`src/rtl/decoder_pkg.sv`:
```
// Shared mode encodings and the code-to-word decode function for the streaming decoder.
package decoder_pkg;

  localparam logic [1:0] MODE_ONEHOT = 2'b00;
  localparam logic [1:0] MODE_THERMO = 2'b01;
  localparam logic [1:0] MODE_ACTLOW = 2'b10;
  localparam logic [1:0] MODE_RSVD   = 2'b11;

  localparam int unsigned MAX_IN_W  = 6;
  localparam int unsigned MAX_OUT_W = 64;

  // Returns {err, data}; data is built at maximum width and narrowed by the caller.
  // Out-of-range codes yield an empty word, which inverts to all ones in active-low mode.
  function automatic logic [MAX_OUT_W:0] decode_word(
    input logic [MAX_IN_W-1:0] code,
    input logic [1:0]          mode,
    input int unsigned         out_w
  );
    logic [MAX_OUT_W-1:0] data;
    logic                 err;
    int unsigned          c;
    c    = 32'(code);
    data = '0;
    err  = (c >= out_w) || (mode == MODE_RSVD);
    if (c < out_w) begin
      for (int unsigned i = 0; i < MAX_OUT_W; i++) begin
        if (mode == MODE_THERMO) data[i] = (i <= c);
        else                     data[i] = (i == c);
      end
    end
    if (mode == MODE_ACTLOW) data = ~data;
    return {err, data};
  endfunction

endpackage

```
`src/rtl/decoder_fifo2.sv`:
```
// Two-entry register FIFO with registered ready/valid flags and a registered head word.
module decoder_fifo2 #(
  parameter int unsigned W = 9
) (
  input  logic         clock,
  input  logic         reset,
  input  logic         wr_valid,
  output logic         wr_ready,
  input  logic [W-1:0] wr_data,
  output logic         rd_valid,
  input  logic         rd_ready,
  output logic [W-1:0] rd_data
);

  logic [W-1:0] mem_q [2];
  logic         wr_ptr_q, rd_ptr_q;
  logic         wr_ptr_d, rd_ptr_d;
  logic [1:0]   count_q, count_d;
  logic         full_d, empty_d;
  logic         push, pop;
  logic [W-1:0] head_d;

  // Next-state: pointers, occupancy and the word that will sit at the head.
  always_comb begin
    push     = wr_valid & wr_ready;
    pop      = rd_valid & rd_ready;
    count_d  = count_q + 2'(push) - 2'(pop);
    wr_ptr_d = wr_ptr_q ^ push;
    rd_ptr_d = rd_ptr_q ^ pop;
    full_d   = (count_d == 2'd2);
    empty_d  = (count_d == 2'd0);
    // A word written into the slot that becomes the head bypasses the storage read.
    head_d   = (push && (wr_ptr_q == rd_ptr_d)) ? wr_data : mem_q[rd_ptr_d];
  end

  always_ff @(posedge clock) begin
    if (reset) begin
      mem_q[0] <= '0;
      mem_q[1] <= '0;
      wr_ptr_q <= 1'b0;
      rd_ptr_q <= 1'b0;
      count_q  <= 2'd0;
      wr_ready <= 1'b1;
      rd_valid <= 1'b0;
      rd_data  <= '0;
    end else begin
      if (push) mem_q[wr_ptr_q] <= wr_data;
      wr_ptr_q <= wr_ptr_d;
      rd_ptr_q <= rd_ptr_d;
      count_q  <= count_d;
      wr_ready <= !full_d;
      rd_valid <= !empty_d;
      rd_data  <= head_d;
    end
  end

endmodule

```
`src/rtl/decoder_stream.sv`:
```
// Streaming code decoder: decodes each accepted code/mode into a word, buffers it in a
// two-entry FIFO and keeps a saturating count of erroneous transfers.
module decoder_stream
  import decoder_pkg::*;
#(
  parameter int unsigned IN_W      = 3,
  parameter int unsigned OUT_W     = 8,
  parameter int unsigned ERR_CNT_W = 8
) (
  input  logic                 clock,
  input  logic                 reset,
  input  logic                 in_valid,
  output logic                 in_ready,
  input  logic [IN_W-1:0]      in_code,
  input  logic [1:0]           in_mode,
  output logic                 out_valid,
  input  logic                 out_ready,
  output logic [OUT_W-1:0]     out_data,
  output logic                 out_err,
  output logic [ERR_CNT_W-1:0] err_count
);

  if (IN_W < 1 || IN_W > MAX_IN_W) begin : g_bad_in_w
    $error("decoder_stream: IN_W must be within 1..6");
  end
  if (OUT_W > (1 << IN_W) || OUT_W < IN_W + 1) begin : g_bad_out_w
    $error("decoder_stream: OUT_W must satisfy IN_W+1 <= OUT_W <= 2**IN_W");
  end

  localparam int unsigned ENTRY_W = OUT_W + 1;

  logic [MAX_OUT_W:0]     dec_word;
  logic [ENTRY_W-1:0]     wr_entry;
  logic [ENTRY_W-1:0]     rd_entry;
  logic                   accept;
  logic [ERR_CNT_W-1:0]   err_count_d;

  // Decode ahead of the buffer write; entry layout is {err, data}.
  always_comb begin
    dec_word = decode_word(MAX_IN_W'(in_code), in_mode, OUT_W);
    wr_entry = {dec_word[MAX_OUT_W], OUT_W'(dec_word[MAX_OUT_W-1:0])};
  end

  decoder_fifo2 #(
    .W (ENTRY_W)
  ) u_fifo (
    .clock    (clock),
    .reset    (reset),
    .wr_valid (in_valid),
    .wr_ready (in_ready),
    .wr_data  (wr_entry),
    .rd_valid (out_valid),
    .rd_ready (out_ready),
    .rd_data  (rd_entry)
  );

  always_comb begin
    out_err  = rd_entry[OUT_W];
    out_data = rd_entry[OUT_W-1:0];
  end

  // Error count advances on accept, holding at all ones once saturated.
  always_comb begin
    accept      = in_valid & in_ready;
    err_count_d = err_count;
    if (accept && wr_entry[OUT_W] && (err_count != {ERR_CNT_W{1'b1}}))
      err_count_d = err_count + ERR_CNT_W'(1);
  end

  always_ff @(posedge clock) begin
    if (reset) err_count <= '0;
    else       err_count <= err_count_d;
  end

endmodule

```
`config.mk`:
```
export PLATFORM = sky130hd
export DESIGN_NAME = decoder_stream
export DESIGN_NICKNAME = d
export VERILOG_FILES = /design/src/rtl/decoder_pkg.sv /design/src/rtl/decoder_fifo2.sv /design/src/rtl/decoder_stream.sv
export SDC_FILE = /design/constraint.sdc
export NUM_CORES = 1
export LEC_CHECK = 0
export BUFFER_PORTS_ARGS = -buffer_cell sky130_fd_sc_hd__clkbuf_2
export CAP_MARGIN = 0
export CORE_UTILIZATION = 45
export DETAILED_ROUTE_END_ITERATION = 12
export GPL_TIMING_DRIVEN = 0
export PLACE_DENSITY = 0.65
export REMOVE_ABC_BUFFERS = 1
export SYNTH_ARGS = -nofsm -noshare
export SYNTH_HDL_FRONTEND = slang
export SYNTH_SLANG_ARGS = --single-unit
```
`constraint.sdc`:
```
create_clock -name clock -period 2.4 [get_ports clock]
set_input_delay 0.36 -clock clock [delete_from_list [all_inputs] [get_ports clock]]
set_output_delay 0.36 -clock clock [all_outputs]
set_load 0.02 [all_outputs]
```
==> results.yml, run 1 <==
cells_and_area:
  nFillCells: 364
  layout-drive-gt1-share_pct: 17.43
  final_nets: 229
  instances_no_fill: 268
  area.growth.synth_to_final_pct: 12.57
  post-route-util_pct: 53.84
  num_antenna_cells: 0
  fin_area_sq_um: 2185
clocking:
  postCtsHoldBufs: 0
  post_cts_buffers: 0
  cts_sinks: 41
  tritoncts: "done"
  cts_htree_levels: 2
  cts_clock_pin_slew_for_the_worst_setup_and_hold_paths_ns: 0.07
  cts_resized: 0
  clock_latency_at_the_later_pin_of_the_worst_skew_pair_ns: 0.29
  clock_tree.buffer_depth: 2
  cts_buffers: 5
  ctsRootBufferMaster: "clkbuf_8"
floorplanning:
  ioPinCount: 28
  die_x_um: 67.67
  core_region_area_sq_um: 4058
  fp-row-count: 23
  floorplan.die_area_sq_um: 4579
  floorplan.die.height_um: 67.67
  starting_utilization_of_the_core_area_pct: 47.83
min_path:
  min_path_type: "input port to register"
pwr:
  pwr_density_cell_nw_per_um2: 928.9
  p_leak_uw: 0.0008799
  worst_ir_drop_vdd_v: 0.0003028
worst_setup_path:
  startpoint: "u_fifo.wr_ready$_SDFF_PP1_"
  worstReg2RegStart: "u_fifo.wr_ready$_SDFF_PP1_"
  regToRegEndpoint: "u_fifo.mem_q[1][6]$_SDFFCE_PN0P_"
  worst-path-max-fanout: 10
  worst_ep_arrival_time_ns: 1.86
  worst_setup_endpoint: "u_fifo.mem_q[1][6]$_SDFFCE_PN0P_"
  ff2ff_path_depth: 4
  worst_ep_required_time_ns: 2.34
  worst_reg2reg_setup_slack_ns: 0.48
  critical_path.endpoint_type: "register"
  critical_path.startpoint_type: "register"
  criticalPathCategory: "register to register"
routing:
  antenna_violating_nets_post_route: 0
  vias: 1546
  routed_wirelength_um: 4016
  route.detailed.drc: 0
  dr.first_iter.drc_count: 129
  vias_per_cell: 5.769
  detailedRoute.firstPassIterationCount: 5
  wl_per_cell_um: 14.99
sta:
  max_slew_margin_pct: 41.10
  clock-skew-final_ns: 0.006917
  final-hold-violation-count: 0
  timing.final.max_slew_violations: 0
  setup_viol: 0
  fin_tns_setup_ns: 0
  fmax_mhz: 521.7
  postLayoutSetupSlackWorst_ns: 0.4833
  timing.final.crit_period_ns: 1.917
  setup_repair_after_global_routing_missed_its_margin: "false"
  timing.final.crit_share_pct: 79.86
  worst_max_slew_pin_slew_ns: 0.8816
placed_design:
  io_buffers: 27
  numPlacedInstances: 260
  post-place-ws_ns: -0.01594
  gp_congestion: 0.7689
  place.detailed.hpwl_um: 2942
  dpl_cell_area_sq_um: 2092
global_routing:
  antenna_found_initial: 0
  gr-usage-all-layers_pct: 19.71
  grt_pass1_vias: 1420
  wire_length_of_the_first_global_routing_pass_um: 6568
  grt_remaining_overflow: 0
  grt_start_max_net_pins: 29
synthesis:
  syn_inst: 194
  yosys_warnings: 0
  mappedNetlistArea_sq_um: 1941
  number_of_distinct_library_cells_after_synthesis: 45
  dominant_register_cell_in_the_synthesized_netlist: "dfxtp_1"
  number_of_flops_mapped_to_enable_cells_by_yosys: 18
  postSynth.asyncResetShare_pct: 0
  synth_seq_cells: 41
  synth-seq-area-share_pct: 51.58
  postSynthAreaPerCell_sq_um: 10.00
status:
  outcome: "finished clean"
job:
  max-cap-violations: 0
-- worst min-delay path by stage --
stage	start	endpoint	slack (ns)	cells past startpoint
6_report	in_mode[1]	u_fifo.rd_data[8]$_SDFF_PP0_	0.44	3
3_3_place_gp	err_count[5]$_SDFFE_PP0P_	err_count[5]$_SDFFE_PP0P_	0.49	2
4_1_cts	in_mode[1]	u_fifo.rd_data[8]$_SDFF_PP0_	0.42	3
2_1_floorplan	reset	err_count[3]$_SDFFE_PP0P_	0.43	1
3_5_place_dp	err_count[7]$_SDFFE_PP0P_	err_count[7]$_SDFFE_PP0P_	0.51	2
5_1_grt	in_mode[1]	u_fifo.rd_data[8]$_SDFF_PP0_	0.46	3
-- worst max-delay path, stage by stage (launching register included) --
cell      delay [ns]
dfxtp_1         0.36
nand2_1         0.15
nor2_2          0.34
nand2_1         0.31
nand2b_1        0.41
-- cell type report --
cell class              instances  area (sq um)  share of cell area [%]
well taps                      50         62.56                   2.864
inverters                       3         11.26                  0.5155
multi-input cells             139         884.6                   40.49
repair buffers                 27         135.1                   6.186
flip-flops and latches         41          1001                   45.82
clock buffers                   8         90.09                   4.124
-- power by group --
| part | internal [uW] | switching, uW |
|---|---|---|
| Clock | 234 | 217 |
| Sequential | 879 | 55.3 |
| Combinational | 233 | 410 |
| Total | 1350 | 682 |
-- layout by cell type, fill, tap and decap left out, types with 2 or more instances in the layout --
master / instances
a211oi_1: 3
xor2_1: 5
nor3_1: 2
o31ai_1: 5
edfxtp_1: 18
a21boi_0: 6
or4_1: 3
nand3_1: 4
nand2b_1: 2
xnor2_1: 5
or3_1: 3
nand3b_1: 2
clkbuf_1: 2
clkbuf_2: 27
nor2b_1: 4
dfxtp_1: 23
clkbuf_8: 6
o22ai_1: 5
o21ai_1: 5
o2bb2ai_1: 3
inv_1: 2
mux2i_1: 5
a221oi_1: 4
nor2_1: 28
nand2_1: 10
ha_1: 3
nand4_1: 3
a21oi_1: 6
and3_1: 4
and2_1: 4
-- through the flow --
step	power (uW)	hold slack (ns)
6_report	2029	0.4427
4_1_cts	2040	0.4240
3_3_place_gp	1561	0.4898
3_5_place_dp	1589	0.5108
5_1_grt	2159	0.4578
2_1_floorplan	1394	0.4291
-- kinds of logic after synthesis --
kind of cell    count (synthesis)  synth area share [%]
simple gates                   76                 19.86
compound gates                 44                 15.99
flops                          41                 51.58
xor+xnor                       10                 4.513
buf+inv                        14                 2.966
mux                             6                 3.159
fa+ha+maj                       3                 1.934
-- synthesized netlist by cell type (5+ instances only) --
cell | number | area (sq um)
mux2i_1 | 5 | 50.05
dfxtp_1 | 23 | 460.4
nand2_1 | 10 | 37.54
xor2_1 | 5 | 43.79
nor2_1 | 29 | 108.9
clkbuf_1 | 6 | 22.52
a21boi_0 | 6 | 45.04
a21oi_1 | 6 | 30.03
o31ai_1 | 5 | 37.54
o22ai_1 | 5 | 31.28
o21ai_1 | 5 | 25.02
edfxtp_1 | 18 | 540.5
xnor2_1 | 5 | 43.79
-- metal layers --
| layer | track usage, % | vias up | wire length (um) |
|---|---|---|---|
| met4 | 7.713 | 0 | 82 |
| met2 | 31.81 | 51 | 1875 |
| met3 | 5.743 | 10 | 223 |
| met5 | 0 | - | 0 |
| li1 | - | 756 | - |
| met1 | 24.53 | 729 | 1834 |
-- state kept, by name, indices dropped and copies added (netlist names) --
signal,count
err_count,8
u_fifo.count_q,2
u_fifo.mem_q,18
u_fifo.rd_data,9
u_fifo.rd_ptr_q,1
u_fifo.rd_valid,1
u_fifo.wr_ptr_q,1
u_fifo.wr_ready,1
(Power assumes the default switching activity.)
==> run 2, diff against run 1 <==
--- a/config.mk
+++ b/config.mk
@@ -10,7 +10,7 @@
 export CORE_UTILIZATION = 45
 export DETAILED_ROUTE_END_ITERATION = 12
 export GPL_TIMING_DRIVEN = 0
-export PLACE_DENSITY = 0.65
+export PLACE_DENSITY = 0.68
 export REMOVE_ABC_BUFFERS = 1
 export SYNTH_ARGS = -nofsm -noshare
 export SYNTH_HDL_FRONTEND = slang
==> constraint.sdc (replaced) <==
create_clock -name clock -period 1.7 [get_ports clock]
set_input_delay 0.255 -clock clock [delete_from_list [all_inputs] [get_ports clock]]
set_output_delay 0.255 -clock clock [all_outputs]
set_load 0.02 [all_outputs]
==> results.yml, run 2 (synthesis gave the netlist of run 1 again) <==
status:
  outcome: "finished clean"
cells_and_area:
  num_antenna_cells: 0
  mostFrequentLayoutCell: "nor2_1"
  layout.cells.most_common_list: "28 x nor2_1, 27 x clkbuf_2, 23 x dfxtp_1"
  post-route-util_pct: 54.89
  top_regs: "u_fifo.mem_q x18, u_fifo.rd_data x9, err_count x8"
  combined_area_of_the_multi_input_logic_cells_sq_um: 929.6
  area.growth.synth_to_final_pct: 14.76
  largest_register_ff_count: 18
  nFillCells: 373
  final-seq-area_sq_um: 1001
  layout-drive-gt1-share_pct: 20.55
  register_ranked_first_by_flip_flop_count: "u_fifo.mem_q"
  final_nets: 230
placed_design:
  place.detailed.hpwl_um: 2577
  io_buffers: 27
  gp_congestion: 0.7841
job:
  max-cap-violations: 0
sta:
  max_slew_margin_pct: 60.13
  fin_tns_setup_ns: 0
  setup_viol: 0
  fmax_mhz: 625.8
  timing.final.crit_share_pct: 94.00
  timing.final.crit_period_ns: 1.598
  timing.final.max_slew_violations: 0
  final-hold-violation-count: 0
  worst_max_slew_pin_slew_ns: 0.5981
  setup_repair_after_global_routing_missed_its_margin: "true"
  clock-skew-final_ns: 0.007898
routing:
  dr.first_iter.drc_count: 114
  vias: 1490
  antenna_violating_nets_post_route: 0
  vias_per_cell: 5.539
  route.detailed.drc: 0
  detailedRoute.firstPassIterationCount: 4
  routed_wirelength_um: 3785
  wl_per_cell_um: 14.07
floorplanning:
  fp-row-count: 23
  starting_utilization_of_the_core_area_pct: 47.83
  floorplan.die.height_um: 67.67
  floorplan.die_area_sq_um: 4579
  core_region_area_sq_um: 4058
  die_x_um: 67.67
  ioPinCount: 28
min_path:
  min_path_type: "input port to register"
worst_setup_path:
  worst_ep_required_time_ns: 1.85
  worst-path-max-fanout: 7
  critical_path.startpoint_type: "register"
  worst_ep_arrival_time_ns: 1.75
  criticalPathCategory: "register to register"
  critical_path.endpoint_type: "register"
global_routing:
  grt_start_max_net_pins: 29
  gr-usage-all-layers_pct: 18.72
  wire_length_of_the_first_global_routing_pass_um: 6175
  grt_remaining_overflow: 0
  antenna_found_initial: 0
  grt_pass1_vias: 1326
clocking:
  tritoncts: "done"
  ctsRootBufferMaster: "clkbuf_8"
  cts_sinks: 41
  cts_htree_levels: 2
  cts_buffers: 5
  clock_tree.buffer_depth: 2
  clock_latency_at_the_later_pin_of_the_worst_skew_pair_ns: 0.29
  cts_clock_pin_slew_for_the_worst_setup_and_hold_paths_ns: 0.07
pwr:
  pwr_density_cell_nw_per_um2: 1312
  p_leak_uw: 0.0008975
  worst_ir_drop_vdd_v: 0.0003949
run 2: area by class of cell:
class                   instances  share of cell area (%)
clock buffers                   8                   3.595
well taps                      50                   2.809
repair buffers                 28                   6.404
inverters                       3                  0.5056
multi-input cells             139                   41.74
flip-flops and latches         41                   44.94
run 2: metrics by stage:
step                cells  power [uW]  setup WS, ns  hold slack, ns  cell area (sq um)
floorplan             183        1968       -0.1467          0.3241               1894
global placement      260        2226       -0.7808          0.4967               2092
detailed placement    260        2243       -0.7547          0.4999               2092
CTS                   268        2871       0.01616          0.3090               2195
global route          269        3106     -0.001169          0.3459               2227
finish                269        2921        0.1020          0.3222               2227
run 2: final timing paths:
kind	depth (start not counted)	end	from	slack (ns)
worst max-delay path	5	u_fifo.rd_data[7]$_SDFF_PP0_	u_fifo.wr_ptr_q$_SDFF_PP0_	0.10
worst min-delay path	3	u_fifo.rd_data[8]$_SDFF_PP0_	in_mode[1]	0.32
worst max register to register	5	u_fifo.rd_data[7]$_SDFF_PP0_	u_fifo.wr_ptr_q$_SDFF_PP0_	0.10
worst min register to register	2	err_count[5]$_SDFFE_PP0P_	err_count[5]$_SDFFE_PP0P_	0.51
run 2: power breakdown:
part | total [uW] | internal, uW | switching (uW)
clock network | 611 | 292 | 319
registers | 1320 | 1240 | 79.5
logic | 991 | 393 | 598
run 2: per-layer routing:
layer | share of wire, % | vias to the layer above | GRT usage (%)
li1 | - | 748 | -
met1 | 49 | 712 | 24.13
met2 | 47 | 23 | 29.58
met3 | 2.8 | 7 | 5.068
met4 | 1.6 | 0 | 7.181
met5 | 0 | - | 0
run 2: repair_timing:
item,4_1_cts,5_1_grt
hold buffers,0,0
endpoints found under the setup margin,27,25
gates resized for setup,5,6
buffers inserted,0,1
pin swaps,0,2
run 2: worst max-delay path, cell delays in order, from the launching register on:
cell	delay, ns
dfxtp_1	0.46
xor2_1	0.26
xnor2_2	0.17
buf_4	0.19
a221oi_1	0.28
a211oi_1	0.08
==> run 3, diff against run 2 <==
--- a/config.mk
+++ b/config.mk
@@ -5,12 +5,13 @@
 export SDC_FILE = /design/constraint.sdc
 export NUM_CORES = 1
 export LEC_CHECK = 0
+export ABC_AREA = 1
 export BUFFER_PORTS_ARGS = -buffer_cell sky130_fd_sc_hd__clkbuf_2
 export CAP_MARGIN = 0
 export CORE_UTILIZATION = 45
 export DETAILED_ROUTE_END_ITERATION = 12
 export GPL_TIMING_DRIVEN = 0
-export PLACE_DENSITY = 0.68
+export PLACE_DENSITY = 0.67
 export REMOVE_ABC_BUFFERS = 1
 export SYNTH_ARGS = -nofsm -noshare
 export SYNTH_HDL_FRONTEND = slang
==> results.yml, run 3 <==
routing:
  vias_per_cell: 4.685
  wl_per_cell_um: 10.62
  routed_wirelength_um: 3812
  dr.first_iter.drc_count: 60
  route.detailed.drc: 0
  antenna_violating_nets_post_route: 0
  vias: 1682
  detailedRoute.firstPassIterationCount: 4
sta:
  max_slew_margin_pct: 71.11
  worst_max_slew_pin_slew_ns: 0.4324
  final.hold.worst_slack_ns: 0.2663
  timing.final.crit_share_pct: 92.18
  final-hold-violation-count: 0
  timing.final.crit_period_ns: 1.567
  timing.final.max_slew_violations: 0
  setup_repair_after_global_routing_missed_its_margin: "false"
  fmax_mhz: 638.1
  setup_viol: 0
  clock-skew-final_ns: 0.006027
cells_and_area:
  combined_area_of_the_multi_input_logic_cells_sq_um: 948.4
  area.growth.synth_to_final_pct: 15.57
  mostFrequentLayoutCell: "nand2_1"
  register_ranked_first_by_flip_flop_count: "u_fifo.mem_q"
  nFillCells: 429
  layout.cells.most_common_list: "86 x nand2_1, 40 x nor2_1, 28 x inv_1"
  final_nets: 318
  top_regs: "u_fifo.mem_q x18, u_fifo.rd_data x9, err_count x8"
  layout-drive-gt1-share_pct: 19.87
  fin_area_sq_um: 2415
  num_antenna_cells: 0
  largest_register_ff_count: 18
  final-seq-area_sq_um: 1001
synthesis:
  netlist.area_leader.share_pct: 25.87
  synth_area_leader_cell: "edfxtp_1"
  postSynthAreaPerCell_sq_um: 7.571
  postSynth.asyncResetShare_pct: 0
  yosys_warnings: 0
  synth_top_cells_by_count: "89 x nand2_1, 40 x nor2_1, 28 x inv_1"
  ys_top_cells_by_area: "edfxtp_1 26%, dfxtp_1 22%, nand2_1 16%, nor2_1 7.2%, nand3_1 6.0%"
  dominant_register_cell_in_the_synthesized_netlist: "dfxtp_1"
  syn_inst: 276
  synth-seq-area-share_pct: 47.90
  number_of_distinct_library_cells_after_synthesis: 25
  number_of_flops_mapped_to_enable_cells_by_yosys: 18
  synth_seq_cells: 41
  mappedNetlistArea_sq_um: 2090
  most_used_standard_cell_by_instance_count_after_synthesis: "nand2_1"
clocking:
  post_cts_buffers: 0
  cts_htree_levels: 2
  tritoncts: "done"
  clock_tree.buffer_depth: 2
  ctsRootBufferMaster: "clkbuf_8"
  cts_buffers: 5
  cts_clock_pin_slew_for_the_worst_setup_and_hold_paths_ns: 0.08
  clock_latency_at_the_later_pin_of_the_worst_skew_pair_ns: 0.29
  cts_sinks: 41
job:
  max-cap-violations: 0
worst_setup_path:
  critical_path.top_delay_family: "simple AND/OR/NAND/NOR gates"
  crit_path_frequent_cell: "nand2_1"
  critPathMaxStageDelay_ns: 0.33
  startpoint: "u_fifo.wr_ready$_SDFF_PP1_"
  worst_ep_arrival_time_ns: 1.56
  regToRegEndpoint: "u_fifo.mem_q[1][8]$_SDFFCE_PN0P_"
  critical_path.endpoint_type: "register"
  timing.critical_path.slowest_stage_cell: "dfxtp_1"
  worst_ep_required_time_ns: 1.69
  worstReg2RegStart: "u_fifo.wr_ready$_SDFF_PP1_"
  crit_cells: 4
  criticalPathCategory: "register to register"
  ff2ff_path_depth: 4
  critical_path.startpoint_type: "register"
  worst-path-max-fanout: 10
  worst_setup_endpoint: "u_fifo.mem_q[1][8]$_SDFFCE_PN0P_"
  worst_reg2reg_setup_slack_ns: 0.13
  critical_path.n_buffers_inverters: 0
  crit_chain: "nand2_1 -> nor2_2 -> nand2_1 -> nand2_4"
floorplanning:
  floorplan.die_area_sq_um: 4920
  ioPinCount: 28
  die_x_um: 70.14
  starting_utilization_of_the_core_area_pct: 47.34
  floorplan.die.height_um: 70.14
  fp-row-count: 24
  core_region_area_sq_um: 4414
global_routing:
  grt_pass1_vias: 1611
  gr-usage-all-layers_pct: 17.87
  wire_length_of_the_first_global_routing_pass_um: 7010
  grt_start_max_net_pins: 20
  grt_remaining_overflow: 0
  antenna_found_initial: 0
pwr:
  worst_ir_drop_vdd_v: 0.0005209
  p_leak_uw: 0.001175
  pwr_density_cell_nw_per_um2: 1263
  design_power_total_uw: 3050
placed_design:
  gp_congestion: 0.7796
  io_buffers: 27
  dpl_cell_area_sq_um: 2263
  place.detailed.hpwl_um: 2750
status:
  outcome: "finished clean"
min_path:
  min_path_type: "input port to register"
run 3: cell count changes after synthesis, sizes merged, moves of 6 or more:
| cell | delta |
|---|---|
| clkbuf | -6 |
| inv | +32 |
| nor2 | +17 |
| nand3 | +23 |
| nand2 | +87 |
| a21boi | -6 |
run 3: final cells by class:
type,count,share of cell area [%]
clock buffers,5,2.850
clock inverters,3,2.694
inverters,35,5.440
multi-input cells,196,39.27
flip-flops and latches,41,41.45
well taps,52,2.694
repair buffers,27,5.596
run 3: cells by family (layout without fill, tap and decap cells):
group	Yosys count	after routing	share of synthesized area (%)
AO/OA/AOI/OAI	14	14	3.473
adder cells (fa/ha/maj)	3	3	1.797
flip-flops	41	41	47.90
AND/OR/NAND/NOR	173	173	36.77
XOR/XNOR	6	6	2.515
buffers and inverters	39	70	7.545
run 3: what timing repair did:
item                       CTS  global route
hold buffers                 0             0
gates cloned                 0             0
setup endpoints to repair   18            18
gates resized for setup      2             3
run 3: per-stage QoR:
step,TNS [ns],std cells,util (%),setup slack (ns)
2_1_floorplan,0,272,-,0.09699
3_3_place_gp,-0.9396,351,51.28,-0.06037
3_5_place_dp,-1.164,351,51.28,-0.06549
4_1_cts,0,359,54.42,0.06747
5_1_grt,0,359,54.71,0.02256
6_report,0,359,54.71,0.1329
run 3: worst min-delay path by stage:
stage                                        end  cells after the start                       start  slack, ns
finish              u_fifo.count_q[0]$_SDFF_PP0_                      2                       reset       0.27
global route           err_count[3]$_SDFFE_PP0P_                      2                       reset       0.28
CTS                    err_count[7]$_SDFFE_PP0P_                      2                       reset       0.26
detailed placement    u_fifo.wr_ptr_q$_SDFF_PP0_                      2  u_fifo.wr_ptr_q$_SDFF_PP0_       0.50
global placement       err_count[7]$_SDFFE_PP0P_                      2   err_count[7]$_SDFFE_PP0P_       0.50
floorplan              err_count[2]$_SDFFE_PP0P_                      1                       reset       0.32
run 3: metal layers:
metal,part of all wire (%),track usage [%],wire [um]
met1,48,22.84,1829
met2,47,30.24,1806
met3,2.8,3.030,106
met4,1.8,6.667,70
met5,0,0,0
run 3: worst register-to-register path, cell delays in order, from the launching register on:
cell and delay, ns:
dfxtp_1 0.33, nand2_1 0.15, nor2_2 0.23, nand2_1 0.32, nand2_4 0.25
run 3: power by group:
group          internal [uW]  switching, uW
clock                    583            337
combinational            272            589
sequential              1200           65.6
